==> src/rtl/video_scene_sequencer.sv <==
// Frame-synchronous test-scene sequencer feeding the hdmi_vga rgb input.
// Optional: define SCENE_BORDER_EN to overlay a 1-px white border.
module video_scene_sequencer #(
   parameter int NUM_SCENES  = 4,
   parameter int HOLD_FRAMES = 60,
   parameter int H_ACTIVE    = 640,
   parameter int V_ACTIVE    = 480
) (
   input  logic        clk,
   input  logic        rst,
   input  logic [9:0]  sx,
   input  logic [9:0]  sy,
   input  logic        auto_en,
   input  logic        req_valid,
   input  logic [1:0]  req_scene,
   output logic        req_ready,
   output logic [1:0]  scene,
   output logic        frame_start,
   output logic [7:0]  frame_cnt,
   output logic [23:0] rgb
);

   localparam int HW = (HOLD_FRAMES < 2) ? 1 : $clog2(HOLD_FRAMES);

   typedef enum logic {RUN, PENDING} state_t;

   state_t         state;
   logic [1:0]     pending;
   logic [HW-1:0]  hold;
   logic           prev_at0;

   logic           at0;
   logic           boundary;
   logic [1:0]     scene_nxt;
   logic [HW-1:0]  hold_nxt;
   logic [9:0]     bar_idx;
   logic [23:0]    pix;

   always_comb begin
      at0       = (sx == 10'd0) && (sy == 10'd0);
      boundary  = at0 && !prev_at0;
      scene_nxt = scene;
      hold_nxt  = hold;
      if (boundary) begin
         // A latched manual request always beats auto-advance.
         if (state == PENDING) begin
            scene_nxt = pending;
            hold_nxt  = '0;
         end else if (auto_en) begin
            if (hold == HW'(HOLD_FRAMES - 1)) begin
               hold_nxt  = '0;
               scene_nxt = (scene == 2'(NUM_SCENES - 1)) ? 2'd0
                                                         : scene + 2'd1;
            end else begin
               hold_nxt = hold + HW'(1);
            end
         end
      end
   end

   // Render from scene_nxt so the first pixel of a frame shows the new scene.
   always_comb begin
      bar_idx = sx / 10'd80;
      pix     = 24'h000000;
      case (scene_nxt)
         2'd0: pix = 24'h0000FF;
         2'd1: begin
            if (sx >= 10'd100 && sx < 10'd540 &&
                sy >= 10'd100 && sy < 10'd380)
               pix = 24'hFFFFFF;
            else
               pix = 24'h0000FF;
         end
         2'd2: begin
            if (sx < 10'd640) begin
               case (bar_idx[2:0])
                  3'd0: pix = 24'hFFFFFF;
                  3'd1: pix = 24'hFFFF00;
                  3'd2: pix = 24'h00FFFF;
                  3'd3: pix = 24'h00FF00;
                  3'd4: pix = 24'hFF00FF;
                  3'd5: pix = 24'hFF0000;
                  3'd6: pix = 24'h0000FF;
                  default: pix = 24'h000000;
               endcase
            end
         end
         default: pix = (sx[5] ^ sy[5]) ? 24'hFFFFFF : 24'h000000;
      endcase
`ifdef SCENE_BORDER_EN
      if (sx == 10'd0 || sx == 10'(H_ACTIVE - 1) ||
          sy == 10'd0 || sy == 10'(V_ACTIVE - 1))
         pix = 24'hFFFFFF;
`endif
   end

   always_ff @(posedge clk) begin
      if (rst) begin
         state       <= RUN;
         req_ready   <= 1'b1;
         pending     <= 2'd0;
         hold        <= '0;
         scene       <= 2'd0;
         prev_at0    <= 1'b0;
         frame_start <= 1'b0;
         frame_cnt   <= 8'd0;
         rgb         <= 24'h000000;
      end else begin
         prev_at0    <= at0;
         frame_start <= boundary;
         if (boundary)
            frame_cnt <= frame_cnt + 8'd1;
         scene <= scene_nxt;
         hold  <= hold_nxt;
         rgb   <= pix;
         unique case (state)
            RUN: begin
               if (req_valid && req_ready) begin
                  pending   <= req_scene;
                  state     <= PENDING;
                  req_ready <= 1'b0;
               end
            end
            PENDING: begin
               if (boundary) begin
                  state     <= RUN;
                  req_ready <= 1'b1;
               end
            end
         endcase
      end
   end

endmodule

==> config.mk <==
export PLATFORM = sky130hd
export DESIGN_NAME = video_scene_sequencer
export DESIGN_NICKNAME = d
export VERILOG_FILES = /design/src/rtl/video_scene_sequencer.sv
export SDC_FILE = /design/constraint.sdc
export NUM_CORES = 1
export LEC_CHECK = 0
export CORE_ASPECT_RATIO = 0.8
export CORE_MARGIN = 3
export CORE_UTILIZATION = 39
export CTS_CLUSTER_SIZE = 12
export DETAILED_ROUTE_END_ITERATION = 8
export GPL_ROUTABILITY_DRIVEN = 1
export PLACE_DENSITY_LB_ADDON = 0.1
export RECOVER_POWER = 50
export SLEW_MARGIN = 20
export SYNTH_ARGS = -nofsm -noshare
export SYNTH_HDL_FRONTEND = slang
export SYNTH_SLANG_ARGS = --single-unit
==> constraint.sdc <==
create_clock -name clk -period 2.1 [get_ports clk]
set_input_delay 0.315 -clock clk [delete_from_list [all_inputs] [get_ports clk]]
set_output_delay 0.315 -clock clk [all_outputs]
set_load 0.03 [all_outputs]
; Word level (Yosys, flattened, before mapping)
; Cells that the tools add are included.
[op_classes]
n_div = 1
eq_ne = 12
magnitude_cmp = 5
multipliers = 0
shift = 0
n_mux = 19
add_sub_neg = 3
bitwise_logic = 2
reduce_logical = 15
[ops]
columns = op, count
row1 = one-hot mux 24 bit (7 select lines), 1
row2 = two-way mux 24 bit, 3
row3 = one-hot mux 24 bit (3 select lines), 1
row4 = "greater-or-equal comparator 10 x 7 -> 1 bit, second input constant", 2
row5 = logical NOT 10 bit, 2
row6 = "< comparator 10 bit, second input constant", 2
row7 = two-way mux 6 bit, 3
row8 = "divider 10 x 7 -> 10 bit, second input constant", 1
row9 = "< comparator 10 x 9 -> 1 bit, second input constant", 1
row10 = two-way mux 2 bit, 5
row11 = "== test 3 bit, second input constant", 3
row12 = "adder 8 x 1 -> 8 bit, second input constant", 1
row13 = "adder 6 x 1 -> 6 bit, second input constant", 1
row14 = "== test 3 x 2 -> 1 bit, second input constant", 2
row15 = "== test 6 bit, second input constant", 1
row16 = logical AND 1 bit, 6
row17 = AND reduction 2 bit, 3
row18 = "== test 2 bit, second input constant", 2
row19 = two-way mux 1 bit, 4
row20 = one-hot mux 1 bit (2 select lines), 2
row21 = "== test 3 x 1 -> 1 bit, second input constant", 1
row22 = logical NOT 3 bit, 1
row23 = "adder 2 x 1 -> 2 bit, second input constant", 1
row24 = "== test 2 x 1 -> 1 bit, second input constant", 1
row25 = 7 further kinds, 7
[word_totals]
ramBits = 0
rom_bits = 0
regBits = 46
n_memories = 0
latchBits = 0
out_inout_bits = 36
inputBits = 26
wordCells = 66

; Longest topological paths before layout
[depth]
depth_word = 8
mapped_depth = 8
depth_no_buf = 7

; Worst setup path after synthesis
; Ideal clock, no wire load.
[synth_path]
path_type = input to register
startpoint = in sx[5]
endpoint = reg rgb[15]
path_slack_ns = -0.133
t_required_ns = 1.986
stages = 8
arrival_ns = 2.120
n_path_buf = 2
setup_time_ns = 0.114
cell_sequence = buf_6 > nor4_4 > nand4b_4 > or2_0 > buf_2 > a211o_4 > mux2_1 > a21o_1
[synth_between]
elab_chain_cells = 6
elab_cells_between_ends = 27
cone_classes = div: 1 / order compare: 3 / eq/ne: 8 / mux: 6 / bitwise: 1 / reduce/logical: 8
[synth_rtl]
columns = item, line
row1 = from (decl), 11  ; input logic [9:0] sx,
row2 = branches (longest 5 deep; another with divider 10 x 7 -> 10 bit), -
row3 = one-hot mux 24 bit (3 select lines) *, 65  ; case (scene_nxt)
row4 = to (signal assigned), 115  ; rgb <= pix;
row5 = to (decl), 20  ; output logic [23:0] rgb
; Mark *: on every way between the ends.
; A chain may end at the register's enable or synchronous reset.

; Final worst setup path
[layout_path]
startpoint = in sy[5]
endpoint = reg rgb[22]
[layout_between]
elab_chain_cells = 6
elab_cells_between_ends = 15
cone_classes = order compare: 2 / eq/ne: 2 / mux: 4 / bitwise: 1 / reduce/logical: 6
[layout_rtl]
columns = item, line
row1 = from (decl), 12  ; input logic [9:0] sy,
row2 = branches (longest 5 deep; another with greater-or-equal comparator 10 x 7 -> 1 bit), -
row3 = one-hot mux 24 bit (3 select lines) *, 65
; Marked as above.

==> out/metrics.yaml <==
crit_type: "input port to register"
portBuffers: 61
clock_skew_ns: 0.00629
antenna_found_initial: 0
yosys_most_used_dff: "dfxtp_1"
nets: 277
drc: 0
yosysSeqAreaShare_pct: 32.9
initial_core_util_pct: 42.4
hpwlAfterDp_mm: 3.11
p_leak_uw: 0.00107
period_minus_slack_ns: 2.05
crit_path_end_kind: "register"
start_kind: "input port"
finalSetupTns_ns: 0
fillers: 293
grt_util_all_layers_pct: 17.3
cts_buffers: 3
antenna_cells: 0
path_cells: "dlygate4sd2_1 -> nor4_4 -> nand4b_4 -> or2_4 -> a211o_4 -> buf_6 -> and4b_1 -> a21o_1"
path_clk_slew_ns: 0.09
finalSetupViolations: 0
yosys_warnings: 0
syn_area_um2: 1520
cts_tree: "done"
mostFrequentLayoutCells: "31 x buf_4, 24 x clkdlybuf4s50_1, 23 x dfxtp_1"
max_slew.worst_pin.slew_ns: 0.356
layout_commonest_cell: "buf_4"
ant_nets: 0
synthesis.nets: 204
first_iter_violations: 76
first_pass_iters: 4
grt_pass1_wl_mm: 6.28
netlist_instances: 175
cts_hold_buf: 0
area_growth_pct: 58.0
cts_buffer_depth: 2
crit_path_max_incr_delay_ns: 0.36
netlist-cell-type-count: 46
gp_congestion: 0.881
fin_crit_sh_pct: 97.7
grt_max_degree: 16
maxSlewViolCount: 0
syn_area_per_cell_um2: 8.70
die_h_um: 61.9
viasPerCell: 4.96
die_w_um: 75.9
htreeDepth: 1
hold-worst-slack_ns: 0.466
cts_sinks: 25
wl_per_cell_um: 13.3
vias: 1484
worstPathMaxFanout: 4
clk_latency_ns: 0.27
peakVddDrop_uv: 312
core_area_um2: 3590
synth_edf_count: 0
rows: 19
hold_viol: 0
overflow: 0
pin_count: 62
routed_wl_mm: 3.99
fmax_ghz: 0.487
drive_above_1_share_pct: 24.3
ys_ff_latch: 25
power.total_uw: 974
power.density_nw_per_um2: 405
required_ns: 2.27
cts-root-buf: "clkbuf_8"
grt_pass1_vias: 1468
critPathSlowestCell: "nor4_4"
die-area_um2: 4690
relSlewSlack_pct: 76.0
cp.arrival_ns: 2.22
maxCapViolations: 0
async_flop_share_pct: 0
hold_path_class: "register to register"
status: "finished, final reports clean"
-- cell usage after synthesis, types with 3 or more instances --
library cell   n  area, µm²
nand4_1        8       50.1
ha_1           3       37.5
nand2_1       12       45.0
nor3_1         5       25.0
xor2_1        11       96.3
nor2_1        22       82.6
and3_1         4       25.0
a21oi_1        7       35.0
nand2b_1       3       18.8
buf_4         21        158
dfxtp_1       25        500
nand3_1        5       25.0
nor2b_1        5       31.3
-- power by group --
part | leakage (µW) | internal [µW] | switching, µW | total, µW
clock network | 0.0000217 | 134 | 152 | 286
registers | 0.000204 | 481 | 10.6 | 492
logic | 0.000847 | 102 | 95.1 | 197
-- flip-flops by register name (all words and copies together) (netlist names) --
| name | count |
|---|---|
| hold | 6 |
| rgb | 3 |
| req_ready | 1 |
| scene | 2 |
| pending | 2 |
| state | 1 |
| frame_cnt | 8 |
| prev_at0 | 1 |
| frame_start | 1 |
-- cell type report --
cell class	instances	area (µm²)	area share (%)
clock buffer	3	41.3	1.72
clock inverter	1	7.51	0.312
inverter	2	7.51	0.312
multi-input combinational	122	916	38.1
sequential	25	503	20.9
tap	52	65.1	2.70
timing repair buffer	94	866	36.0
-- critical path: cells and delay by family --
family,cells,cell delay (ns)
compound gates,2,0.52
simple gates,4,1.00
buf+inv,2,0.38
-- cells by family after synthesis --
family	share of synthesized area, %
AOI/OAI and AO/OA	12.8
xor gates and xnor gates	7.48
adders and majority gates	3.12
buffers and inverters	12.7
DFF	32.9
muxes	2.79
and+or+nand+nor	28.3
-- final timing paths --
| check | slack, ns | to | from | depth (start not counted) |
|---|---|---|---|---|
| worst max-delay path | 0.05 | rgb[22] | sy[5] | 8 |
| worst min-delay path | 0.47 | pending[1] | pending[1] | 2 |
| worst max register to register | 0.12 | rgb[22] | hold[1] | 9 |
| worst min register to register | 0.47 | pending[1] | pending[1] | 2 |
-- per-stage QoR --
stage	util [%]	setup WS [ns]	instance area, µm²	cells
finish	67.0	0.0487	2410	299
global route	67.0	-0.00140	2410	299
CTS	65.2	0.00432	2340	297
floorplan	-	0.00389	1540	175
detailed placement	62.3	-0.530	2240	290
global placement	62.3	-0.424	2240	290
-- per-layer routing --
layer,up-vias,routed length (µm),GRT usage (%)
met5,-,0,0
met4,0,29,3.49
met3,4,197,3.86
met2,50,2050,31.7
met1,683,1710,20.9
li1,747,-,-
-- timing repair --
item / in CTS / in global routing
cloned: 0 / 0
gates resized for setup: 20 / 17
setup buffers: 3 / 2
setup endpoints to repair: 4 / 3
pin swaps: 7 / 10
Power figures use the tool's default switching activity.
